File: config.mk
export PLATFORM = sky130hd
export DESIGN_NAME = stream_upsizer
export DESIGN_NICKNAME = d
export VERILOG_FILES = /design/src/rtl/stream_pkg.sv /design/src/rtl/stream_out_slot.sv /design/src/rtl/stream_upsizer.sv
export SDC_FILE = /design/constraint.sdc
export NUM_CORES = 1
export LEC_CHECK = 0
export ABC_AREA = 1
export CELL_PAD_IN_SITES_DETAIL_PLACEMENT = 1
export CELL_PAD_IN_SITES_GLOBAL_PLACEMENT = 1
export CORE_MARGIN = 3
export CORE_UTILIZATION = 35
export CTS_CLUSTER_SIZE = 20
export DETAILED_ROUTE_END_ITERATION = 6
export PLACE_DENSITY = 0.78
export SLEW_MARGIN = 20
export SYNTH_ARGS = -nofsm -noshare
export SYNTH_HDL_FRONTEND = slang
export SYNTH_SLANG_ARGS = --single-unit
File: constraint.sdc
create_clock -name clk -period 1.7 [get_ports clk]
set_clock_uncertainty 0.1 [all_clocks]
set_input_delay 0.255 -clock clk [delete_from_list [all_inputs] [get_ports clk]]
set_output_delay 0.255 -clock clk [all_outputs]
set_load 0.005 [all_outputs]
File: src/rtl/stream_pkg.sv
// stream_pkg
//   Shared constants and helpers for the byte-stream blocks.
//   BYTE_W    : width of one stream byte
//   LEN_W     : width of the packet byte-length field
//   keep_mask : byte count (0..8) -> thermometer keep mask, low bits set
package stream_pkg;

  localparam int BYTE_W = 8;
  localparam int LEN_W  = 16;

  // count=3 -> 8'b0000_0111; count=8 -> 8'hFF
  function automatic logic [7:0] keep_mask(input logic [3:0] count);
    logic [7:0] m;
    m = '0;
    for (int k = 0; k < 8; k++) begin
      if (k < int'(count)) m[k] = 1'b1;
    end
    return m;
  endfunction

endpackage

File: src/rtl/stream_out_slot.sv
// stream_out_slot
//   Single-entry output register for a valid/ready stream. A loaded word is
//   held stable until the consumer takes it; the slot can be reloaded on the
//   same edge as a transfer, so back-to-back words flow without a bubble.
// Ports:
//   clk, reset   : clock, asynchronous active-low reset
//   i_load       : load i_data into the slot this edge (only when o_can_load)
//   i_data       : word to load
//   o_can_load   : slot is empty or is being emptied this cycle
//   o_data       : held word
//   o_valid      : slot holds a word
//   i_ready      : consumer accepts the word this cycle
module stream_out_slot #(
  parameter int W = 8
) (
  input  logic         clk,
  input  logic         reset,
  input  logic         i_load,
  input  logic [W-1:0] i_data,
  output logic         o_can_load,
  output logic [W-1:0] o_data,
  output logic         o_valid,
  input  logic         i_ready
);

  logic [W-1:0] r_data;
  logic         r_valid;

  always_ff @(posedge clk or negedge reset) begin
    if (!reset) begin
      r_data  <= '0;
      r_valid <= 1'b0;
    end else if (i_load) begin
      r_data  <= i_data;
      r_valid <= 1'b1;
    end else if (i_ready) begin
      r_valid <= 1'b0;
    end
  end

  assign o_can_load = !r_valid || i_ready;
  assign o_data     = r_data;
  assign o_valid    = r_valid;

endmodule

File: src/rtl/stream_upsizer.sv
// stream_upsizer
//   Packs an 8-bit valid/ready/last byte stream into RATIO-byte words with a
//   per-byte keep mask. in_last always closes the current word. Sustains one
//   byte per cycle when the output is not back-pressured.
// Build option:
//   UPSIZE_LEN_EN : adds out_len, the total packet byte count, presented on
//                   the word that carries the packet's last byte.
// Ports:
//   clk, reset           : clock, asynchronous active-low reset
//   in_data/in_valid/
//   in_last/in_ready     : byte stream input
//   out_data/out_keep/
//   out_valid/out_last/
//   out_ready            : word stream output, byte k at out_data[8k+7:8k]
//   out_len              : packet length (UPSIZE_LEN_EN only)
module stream_upsizer
  import stream_pkg::*;
#(
  parameter  int RATIO = 4,
  localparam int CNT_W = $clog2(RATIO)
) (
  input  logic                    clk,
  input  logic                    reset,
  input  logic [BYTE_W-1:0]       in_data,
  input  logic                    in_valid,
  input  logic                    in_last,
  output logic                    in_ready,
  output logic [BYTE_W*RATIO-1:0] out_data,
  output logic [RATIO-1:0]        out_keep,
  output logic                    out_valid,
  output logic                    out_last,
`ifdef UPSIZE_LEN_EN
  output logic [LEN_W-1:0]        out_len,
`endif
  input  logic                    out_ready
);

  localparam int WORD_W = BYTE_W * RATIO;
`ifdef UPSIZE_LEN_EN
  localparam int PAY_W = LEN_W + 1 + RATIO + WORD_W;
`else
  localparam int PAY_W = 1 + RATIO + WORD_W;
`endif

  generate
    if (RATIO != 2 && RATIO != 4 && RATIO != 8) begin : g_bad_ratio
      $error("stream_upsizer: RATIO must be 2, 4 or 8");
    end
  endgenerate

  logic [RATIO-2:0][BYTE_W-1:0] r_acc;
  logic [CNT_W-1:0]             r_cnt;

  logic              w_slot_can_load;
  logic              w_accept;
  logic              w_complete;
  logic [WORD_W-1:0] w_word;
  logic [7:0]        w_mask8;
  logic [RATIO-1:0]  w_keep;
  logic [PAY_W-1:0]  w_pay;
  logic [PAY_W-1:0]  w_slot_data;

  // Gated by reset so upstream sees no acceptance while the block is held.
  assign in_ready   = reset && w_slot_can_load;
  assign w_accept   = in_valid && in_ready;
  assign w_complete = w_accept && (in_last || r_cnt == CNT_W'(RATIO - 1));

  always_ff @(posedge clk or negedge reset) begin
    if (!reset) begin
      r_cnt <= '0;
      r_acc <= '0;
    end else if (w_accept) begin
      if (w_complete) begin
        r_cnt <= '0;
      end else begin
        r_cnt <= r_cnt + CNT_W'(1);
        for (int k = 0; k < RATIO - 1; k++) begin
          if (r_cnt == CNT_W'(k)) r_acc[k] <= in_data;
        end
      end
    end
  end

  // Word assembly: stored bytes below cnt, the incoming byte at cnt, zeros
  // above, so stale accumulator contents never leak into a short word.
  genvar gi;
  generate
    for (gi = 0; gi < RATIO; gi++) begin : g_word
      if (gi < RATIO - 1) begin : g_acc_byte
        assign w_word[gi*BYTE_W +: BYTE_W] =
          (CNT_W'(gi) < r_cnt)  ? r_acc[gi] :
          (CNT_W'(gi) == r_cnt) ? in_data   : '0;
      end else begin : g_top_byte
        assign w_word[gi*BYTE_W +: BYTE_W] =
          (CNT_W'(gi) == r_cnt) ? in_data : '0;
      end
    end
  endgenerate

  assign w_mask8 = keep_mask(4'(r_cnt) + 4'd1);
  assign w_keep  = w_mask8[RATIO-1:0];

`ifdef UPSIZE_LEN_EN
  logic [LEN_W-1:0] r_len_cnt;
  logic [LEN_W-1:0] w_len_next;
  logic [LEN_W-1:0] w_len_word;

  assign w_len_next = (r_len_cnt == {LEN_W{1'b1}}) ? r_len_cnt : r_len_cnt + LEN_W'(1);
  assign w_len_word = in_last ? w_len_next : '0;

  always_ff @(posedge clk or negedge reset) begin
    if (!reset) begin
      r_len_cnt <= '0;
    end else if (w_accept) begin
      r_len_cnt <= in_last ? '0 : w_len_next;
    end
  end

  assign w_pay = {w_len_word, in_last, w_keep, w_word};
`else
  assign w_pay = {in_last, w_keep, w_word};
`endif

  stream_out_slot #(
    .W (PAY_W)
  ) u_slot (
    .clk        (clk),
    .reset      (reset),
    .i_load     (w_complete),
    .i_data     (w_pay),
    .o_can_load (w_slot_can_load),
    .o_data     (w_slot_data),
    .o_valid    (out_valid),
    .i_ready    (out_ready)
  );

  assign out_data = w_slot_data[WORD_W-1:0];
  assign out_keep = w_slot_data[WORD_W +: RATIO];
  assign out_last = w_slot_data[WORD_W + RATIO];
`ifdef UPSIZE_LEN_EN
  assign out_len  = w_slot_data[WORD_W + RATIO + 1 +: LEN_W];
`endif

endmodule

==> After elaboration in Yosys (flattened, before gate mapping) <==
Cells that the tools add are included.
{ "op_classes": {"n_addsub": 2, "order_cmp": 7, "eq_ne": 6, "mux": 14, "n_bitwise": 1, "reduce_logical": 11} }
{ "op_table": {"columns": ["cell", "n"], "rows": [
  ["2-to-1 mux 8 bit", 7],
  ["AND reduction 3 bit", 3],
  ["< comparator 1 x 3 -> 1 bit, first input constant", 2],
  ["< comparator 2 x 3 -> 1 bit, first input constant", 2],
  ["2-to-1 mux 1 bit", 6],
  ["equality test 2 bit, first input constant", 2],
  ["equality test 2 bit, second input constant", 2],
  ["< comparator 1 x 2 -> 1 bit, first input constant", 2],
  ["adder 2 x 1 -> 3 bit, second input constant", 1],
  ["logical AND 1 bit", 3],
  ["adder 2 x 1 -> 2 bit, second input constant", 1],
  ["equality test 1 x 2 -> 1 bit, first input constant", 1],
  ["equality test 2 x 1 -> 1 bit, second input constant", 1],
  ["zero test 2 bit", 1],
  ["logical OR 1 bit", 2],
  ["< comparator 2 bit, first input constant", 1],
  ["2-to-1 mux 2 bit", 1],
  ["nonzero test 2 bit", 1],
  ["zero test 1 bit", 1],
  ["NOT 1 bit", 1]
]} }
{ "word_totals": {"regBits": 64, "input_bits": 13, "output_inout_bits": 39, "wordCells": 47} }

==> Logic depth before layout (Yosys ltp) <==
Gate-level depths: netlist (run 1).
{ "logic_depth": {"word_depth": 7, "ltp_mapped": 9, "depth_no_buf": 7} }

==> Cells and area by module <==
From an unflattened synthesis (run 1), not the netlist that was laid out.
{ "hier_totals": {"cells_unflattened": 373, "area_unflattened_um2": 3094.2} }
{ "by_module_without_submodules": {"columns": ["mod", "n_inst", "cells_per_inst", "area_each_um2", "seq_area_each_um2"], "rows": [
  ["stream_upsizer", 1, 212, 1620.3, 650.6],
  ["stream_out_slot", 1, 161, 1473.9, 950.9]
]} }

==> Least setup slack after synthesis (run 1) <==
OpenSTA, ideal clock, no wires.
{ "synth_path": {"path_kind": "flip-flop to flip-flop", "start": "register r_cnt[1]", "end": "register u_slot.r_data[5], in the netlist u_slot.o_data[5]", "setup_ns": 0.065, "arrival_time_ns": 1.510, "t_required_ns": 1.535, "setup_slack_ns": 0.025, "stages_incl_launch_ff": 10, "n_path_buf": 3, "synth_period_minus_slack_ns": 1.675, "path_cell_list": "dfrtp_1 buf_2 inv_1 ha_1 clkbuf_1 buf_2 nor2_1 a21oi_1 nand2_1 nand2_1"} }
{ "synth_between": {"elab_chain_len": 3, "word_cells_on_any_way": 7, "cone_classes": "1 x order compare; 1 x eq/ne; 2 x mux; 3 x reduce/logical"} }
{ "synth_rtl": {"columns": ["element", "line_no", "text"], "rows": [
  ["start: declaration", "stream_upsizer.sv:52", "logic [CNT_W-1:0] r_cnt;"],
  ["start signal: assignment", "stream_upsizer.sv:76", "r_cnt <= r_cnt + CNT_W'(1);"],
  ["zero test 2 bit or equality test 2 bit (tied branches)", "stream_upsizer.sv:92, stream_upsizer.sv:66", null],
  ["2-to-1 mux 8 bit or logical OR 1 bit (tied branches)", "stream_upsizer.sv:92, stream_upsizer.sv:66", null],
  ["2-to-1 mux 8 bit or logical AND 1 bit (tied branches)", "stream_upsizer.sv:91, stream_upsizer.sv:66", null],
  ["end signal: assignment", "stream_out_slot.sv:34", "r_data <= i_data;"],
  ["end: declaration", "stream_out_slot.sv:26", "logic [W-1:0] r_data;"]
]} }
Parallel ways exist; a longest one is shown, timed or not.
A chain may end at the register's enable or synchronous reset.

==> Final worst setup path (run 1) <==
{ "layout_path": {"start": "register u_slot.r_data[29], in the netlist u_slot.o_data[29]", "end": "output out_data[29]"} }
{ "layout_lines": {"columns": ["element", "line_no", "text"], "rows": [
  ["end: declaration", "stream_upsizer.sv:28", "output logic [BYTE_W*RATIO-1:0] out_data,"]
]} }
No word-level cell between the ends.

==> results of run 1 <==
==> what timing repair did <==
action,4_1_cts,5_1_grt
endpoints found under the setup margin,1,12
hold buffers,0,0
pin swaps,0,0
hold endpoints to repair,0,0
resized for setup,2,5
setup buffers,1,0
==> cells in the final DEF (no fill, tap or decap), types with 2 or more instances in the layout <==
master,n
inv_2,2
dlygate4sd2_1,2
inv_1,15
nand2_1,171
o21ai_1,2
nand4_1,2
o21ai_0,16
dfrtp_1,64
buf_12,5
clkinv_2,2
a21oi_1,8
buf_4,22
clkbuf_8,10
clkdlybuf4s50_1,48
nor2_1,9
nand3_1,33
ha_1,6
nor2_8,2
==> registers in the layout, indices dropped and copies added, names as in the netlist <==
register and flops:
u_slot.o_data 37, u_slot.o_valid 1, r_acc 24, r_cnt 2
==> per-stage QoR <==
stage	cell area (µm²)	setup TNS, ns	hold slack (ns)	power [mW]	utilization (%)
after floorplan	2929	0	-0.1406	2.980	-
after global placement	3729	-0.06514	0.3533	3.759	47.03
after detailed placement	3729	-2.379	0.3586	3.847	47.03
after CTS	3931	0	0.09075	5.206	49.59
after global routing	3938	-0.003987	0.1319	5.528	49.67
final	3938	0	0.06279	5.150	49.67
==> cell type report <==
class / count / area, µm²
clock buffers: 11 / 141.4
clock inverters: 5 / 56.30
fillers: 970 / 3990
inverters: 17 / 63.81
multi-input cells: 256 / 1179
flip-flops and latches: 64 / 1602
well taps: 102 / 127.6
repair buffers: 78 / 768.2
==> power groups by stage <==
stage | Combinational (mW) | Sequential (mW) | Clock [mW]
4_1_cts | 1.58 | 2.27 | 1.36
6_report | 1.55 | 2.27 | 1.33
2_1_floorplan | 0.720 | 2.26 | 0
3_5_place_dp | 1.56 | 2.29 | 0
3_3_place_gp | 1.50 | 2.26 | 0
5_1_grt | 1.76 | 2.33 | 1.44
==> layer usage <==
layer | wire, µm | track usage [%] | vias to the layer above
met1 | 3670 | 23.11 | 1291
met3 | 306 | 3.087 | 17
met5 | 0 | 0 | -
met4 | 216 | 8.413 | 0
li1 | - | - | 1251
met2 | 4146 | 32.31 | 55
==> worst max-delay path by stage <==
stage | to | slack [ns]
global placement | in_ready | -0.05
global route | u_slot.o_data[22]$_DFFE_PN0P_ | -0.004
finish | out_data[29] | 0.10
floorplan | u_slot.o_data[5]$_DFFE_PN0P_ | 0.02
detailed placement | in_ready | -0.09
CTS | r_acc[3]$_DFFE_PN0P_ | 0.04
==> cells by family after synthesis <==
kind of cell               count (synthesis)
DFF                                       64
buffers and inverters                     32
AOI/OAI and AO/OA                         28
and+or+nand+nor                          221
adders and majority gates                  7
==> flow_metrics.env, run 1 <==
export IMPL_status="finished, final reports clean"
export IMPL_routed_wl_mm=8.339
export IMPL_dp_hpwl_mm=5.848
export IMPL_fin_crit_sh_pct=93.94
export IMPL_rsz0062_at_grt="yes"
export IMPL_min_path_type="in -> async"
export IMPL_ys_ff_latch=64
export IMPL_drtPass1Iterations=4
export IMPL_crit_arrival_ns=1.24
export IMPL_critPathMaxFanout=2
export IMPL_power_frac_clock_pct=25.8
export IMPL_netlist_area_mm2=0.002929
export IMPL_leakage_nw=2.037
export IMPL_setup_violations=0
export IMPL_setup_ws_ns=0.1031
export IMPL_drt_iter0_markers=116
export IMPL_crit_family="buffers and inverters"
export IMPL_switchingPower_mw=1.663
export IMPL_synth_area_per_cell_um2=8.321
export IMPL_synthXorXnorAreaFrac_pct=0
export IMPL_gp_congestion=0.8396
export IMPL_synthAdderAreaFrac_pct=2.990
export IMPL_synth_compound_area_share_pct=4.912
export IMPL_synthSimpleGateAreaFrac_pct=32.12
export IMPL_yosys_top_cells_count="nand2_1 (171), dfrtp_1 (64), nand3_1 (33)"
export IMPL_worst_path_buf_inv=1
export IMPL_path_cells="clkdlybuf4s50_1"
export IMPL_coreArea_mm2=0.007928
export IMPL_yosys_cell_types_count=19
export IMPL_root_buffer="clkbuf_8"
export IMPL_clk_pin_slew_ns=0.08
export IMPL_antenna_found_initial=0
export IMPL_yosysWarningCount=0
export IMPL_fin_cells=533
export IMPL_crit_path_start_kind="flip-flop"
export IMPL_slew_headroom_pct=46.36
export IMPL_timing_rr_start="r_cnt[0]$_DFFE_PN0P_"
export IMPL_place_ws_ns=-0.09330
export IMPL_pin_count=52
export IMPL_dieHeight_um=97.48
export IMPL_maxCapViolCount=0
export IMPL_yosysMostFrequentCell="nand2_1"
export IMPL_fp_row_count=32
export IMPL_async_flop_share_pct=100.0
export IMPL_critPathMaxStageDelay_ns=0.53
export IMPL_worst_path_max_delay_cell="clkdlybuf4s50_1"
export IMPL_cts_path_max_buffers=2
export IMPL_clock_sinks=64
export IMPL_vias_per_cell=4.904
export IMPL_rrSetupSlack_ns=0.11
export IMPL_cts_buffers=9
export IMPL_tightest_slew_ns=0.8046
export IMPL_synthMuxAreaShare_pct=0
export IMPL_dp_cells=516
export IMPL_synth_top_family_by_area="simple AND/OR/NAND/NOR gates"
export IMPL_worst_setup_path_end_kind="output pin"
export IMPL_vdd_ir_drop_max_mv=0.4375
export IMPL_io_buffers=51
export IMPL_swShare_pct=32.29
export IMPL_synth_top_cells_by_area="dfrtp_1 (55%), nand2_1 (22%), nand3_1 (5.6%), o21ai_0 (3.2%), ha_1 (3.0%)"
export IMPL_synth_edf_count=0
export IMPL_grt_pass1_wl_mm=14.13
export IMPL_cts_tree="done"
export IMPL_area_growth_pct=34.43
export IMPL_required_ns=1.34
export IMPL_ant_nets=0
export IMPL_grt_pass1_vias=2803
export IMPL_synthFlopType="dfrtp_1"
export IMPL_grt_overflow_total=0
export IMPL_h_tree_depth=3
export IMPL_reg2reg_depth=7
export IMPL_grt_max_degree=65
export IMPL_track_usage_pct=18.81
export IMPL_fmax_mhz=626.2
export IMPL_synth_fp_nets=372
export IMPL_path_depth=1
export IMPL_comb_power_share_pct=30.1
export IMPL_finalCriticalPeriod_ns=1.597
export IMPL_vias=2614
export IMPL_die_w_um=97.48
export IMPL_wl_per_cell_um=15.65
export IMPL_fin_nets=446
export IMPL_drv_slew=0
export IMPL_critPathLaunch="u_slot.o_data[29]$_DFFE_PN0P_"
export IMPL_r2r_end="r_acc[22]$_DFFE_PN0P_"
export IMPL_die_area_mm2=0.009502
export IMPL_hold_violations=0
export IMPL_initial_core_util_pct=36.95
export IMPL_syn_inst=352
export IMPL_power_density_mw_per_mm2=1308
export IMPL_cellInternalPower_mw=3.487
export IMPL_seqPwrFrac_pct=44.1
export IMPL_drive_above_1_share_pct=12.53
export IMPL_route_detailed_drc=0
export IMPL_antennaDiodeCount=0
export IMPL_ys_seq_area_share_pct=54.68
export IMPL_synth_largest_area_cell="dfrtp_1"
export IMPL_synth_top_area_share_pct=54.68
export IMPL_critPathKind="reg -> out"
export IMPL_insertion_delay_ns=0.34
Power figures use the tool's default switching activity.
==> run 2: changes to the inputs <==
Settings changed: ABC_AREA 1 to unset, CORE_UTILIZATION 35 to 38, PLACE_DENSITY 0.78 to 0.79.
==> run 2 against run 1 <==
  * The flow now finishes with violations (negative setup slack)
  * Maximum frequency is 19% lower
  * Sequential cell count stayed put
  * Die area is 10% lower
  * Worst setup slack worse by 0.38 ns
  * Critical path depth is 4 higher
  * Global-route usage is 0.38 points higher
  * Cell count is 25% lower
  * Synthesized area is 3.2% lower
  * Total power is 15% higher
  * Design area is 7.8% higher
  * Sequential share of layout area is 2.9 points lower
  * Combinational power is 39% higher
  * Largest cell class unchanged
  * Highest routed layer unchanged
==> flow_metrics.env, run 2 <==
export IMPL_status="finished with violations"
export IMPL_violations="negative setup slack"
export IMPL_drt_iter0_markers=89
export IMPL_leakage_nw=1.959
export IMPL_antenna_found_initial=0
export IMPL_grt_pass1_vias=2310
export IMPL_yosys_cell_types_count=24
export IMPL_synth_largest_area_cell="dfrtp_1"
export IMPL_dieHeight_um=92.36
export IMPL_worst_path_max_delay_cell="or4b_4"
export IMPL_holdCritStartpoint="reset"
export IMPL_wl_per_cell_um=20.48
export IMPL_area_growth_pct=49.80
export IMPL_placed_area_mm2=0.003825
export IMPL_fmax_mhz=506.4
export IMPL_routed_wl_mm=8.193
export IMPL_drive_above_1_share_pct=40.79
export IMPL_fp_row_count=30
export IMPL_critPathLaunch="r_cnt[1]$_DFFE_PN0P_"
export IMPL_vdd_ir_drop_max_mv=0.5327
export IMPL_clk_pin_slew_ns=0.07
export IMPL_ys_seq_area_share_pct=56.51
export IMPL_finalCriticalPeriod_ns=1.975
export IMPL_tightest_slew_ns=0.6015
export IMPL_multi_input_area_mm2=0.001400
export IMPL_setup_violations=56
export IMPL_min_path_type="in -> reg"
export IMPL_worst_setup_path_end_kind="flip-flop"
export IMPL_die_w_um=92.36
export IMPL_yosysMostFrequentCell="dfrtp_1"
export IMPL_reg2reg_depth=5
export IMPL_ys_ff_latch=64
export IMPL_synthFlopType="dfrtp_1"
export IMPL_slew_headroom_pct=59.90
export IMPL_synth_fp_nets=234
export IMPL_timing_rr_start="r_cnt[1]$_DFFE_PN0P_"
export IMPL_io_buffers=51
export IMPL_netlist_area_mm2=0.002834
export IMPL_layout_common_cells="dfrtp_1 (62), clkdlybuf4s50_1 (48), mux2_4 (45), buf_4 (22), nand2_1 (21)"
export IMPL_maxCapViolCount=0
export IMPL_yosys_top_cells_count="dfrtp_1 (64), mux2_2 (58), nand2_1 (21)"
export IMPL_crit_arrival_ns=2.10
export IMPL_yosysWarningCount=0
export IMPL_fin_cells=400
export IMPL_synth_top_cells_by_area="dfrtp_1 (57%), mux2_2 (23%), a22o_1 (4.6%), ha_1 (3.1%), nand2_1 (2.8%)"
export IMPL_largest_reg_flops=37
export IMPL_pin_count=52
export IMPL_vias=2063
export IMPL_ant_nets=0
export IMPL_syn_inst=214
export IMPL_root_buffer="clkbuf_8"
export IMPL_crit_path_start_kind="flip-flop"
export IMPL_clock_sinks=64
export IMPL_gp_congestion=0.7956
export IMPL_synth_top_area_share_pct=56.51
export IMPL_antennaDiodeCount=0
export IMPL_route_detailed_drc=0
export IMPL_critPathMaxStageDelay_ns=0.49
export IMPL_required_ns=1.83
export IMPL_synth_edf_count=0
export IMPL_async_flop_share_pct=100.0
export IMPL_fin_crit_sh_pct=116.1
export IMPL_r2r_end="r_acc[13]$_DFFE_PN0P_"
export IMPL_track_usage_pct=19.19
export IMPL_fillers=688
export IMPL_place_ws_ns=-0.4674
export IMPL_power_density_mw_per_mm2=1394
export IMPL_cts_tree="done"
export IMPL_grt_max_degree=48
export IMPL_hold_violations=0
export IMPL_cts_buffers=9
export IMPL_design_area_mm2=0.004245
export IMPL_drv_slew=0
export IMPL_dp_cells=377
export IMPL_dp_hpwl_mm=5.263
export IMPL_fin_hold_ws_ns=0.3214
export IMPL_drtPass1Iterations=4
export IMPL_coreArea_mm2=0.007019
export IMPL_critPathKind="reg -> reg"
export IMPL_die_area_mm2=0.008530
export IMPL_rrSetupSlack_ns=-0.27
export IMPL_rsz0062_at_grt="yes"
export IMPL_layout_area_seq_mm2=0.001604
export IMPL_grt_pass1_wl_mm=12.37
export IMPL_insertion_delay_ns=0.35
export IMPL_fin_nets=319
export IMPL_critPathMaxFanout=8
export IMPL_vias_per_cell=5.158
export IMPL_synth_area_per_cell_um2=13.24
export IMPL_cts_path_max_buffers=2
export IMPL_grt_overflow_total=0
export IMPL_cp_endpoint="r_acc[13]$_DFFE_PN0P_"
export IMPL_initial_core_util_pct=40.37
export IMPL_path_cells="ha_4, or4b_4, nor3_4, buf_12, mux2_4"
export IMPL_h_tree_depth=3
export IMPL_utilization_pct=60.48
export IMPL_final_common_cell="dfrtp_1"
export IMPL_setup_ws_ns=-0.2746
-- run 2: repair_timing --
action,4_1_cts,5_1_grt
pin swaps,1,3
setup buffers,0,5
hold buffers,1,0
endpoints found under the hold margin,18,0
setup endpoints to repair,52,52
resized for setup,20,22
cloned,0,2
-- run 2: worst min-delay path by stage --
| stage | endpoint | slack [ns] | depth (start not counted) |
|---|---|---|---|
| global route | u_slot.o_data[33]$_DFFE_PN0P_ | 0.39 | 4 |
| detailed placement | u_slot.o_valid$_DFFE_PN0P_ | 0.21 | 2 |
| global placement | u_slot.o_valid$_DFFE_PN0P_ | 0.20 | 2 |
| CTS | u_slot.o_data[33]$_DFFE_PN0P_ | 0.31 | 4 |
| finish | u_slot.o_data[33]$_DFFE_PN0P_ | 0.32 | 4 |
| floorplan | r_acc[0]$_DFFE_PN0P_ | -0.14 | 0 |
-- run 2: kinds of logic (layout without fill, tap and decap cells) --
group	count (synthesis)	count (layout)	share of synthesized area [%]
AO/OA/AOI/OAI	32	32	7.815
adder cells (fa/ha/maj)	7	7	3.090
buffers and inverters	16	106	2.561
flip-flops	64	64	56.51
multiplexers	58	58	23.05
AND/OR/NAND/NOR	37	37	6.976
-- run 2: power by group --
part	switching [mW]	internal, mW	leakage, nW	total (mW)
Combinational	0.706	1.45	1.04	2.16
Clock	0.575	0.754	0.103	1.33
Sequential	0.360	2.07	0.818	2.43
Total	1.64	4.28	1.96	5.92
-- run 2: layout make-up --
type	instances	share of cell area, %
Multi-Input combinational cell	134	32.98
Tap cell	96	2.829
Clock inverter	3	0.9431
Sequential cell	64	37.78
Timing Repair Buffer	86	21.13
Inverter	4	0.5894
Clock buffer	13	3.743
-- run 2: per-stage QoR --
stage / TNS (ns) / power [mW]
4_1_cts: -5.558 / 5.826
3_3_place_gp: -17.08 / 4.239
5_1_grt: -9.047 / 6.249
2_1_floorplan: -6.330 / 3.435
6_report: -6.221 / 5.919
3_5_place_dp: -18.91 / 4.371
-- run 2: metal layers --
metal | up-vias | GRT usage, % | part of all wire (%)
li1 | 929 | - | -
met1 | 1071 | 23.96 | 45
met2 | 51 | 32.81 | 51
met3 | 12 | 4.630 | 3.1
met4 | 0 | 5.941 | 1.1
met5 | - | 0 | 0
-- run 2: worst max-delay path, delay by kind of cell, from the launching register on --
family	cells	cell delay (ns)
AND/OR/NAND/NOR	2	0.66
adder cells (fa/ha/maj)	1	0.18
flip-flops	1	0.45
multiplexers	1	0.31
buffers and inverters	1	0.17
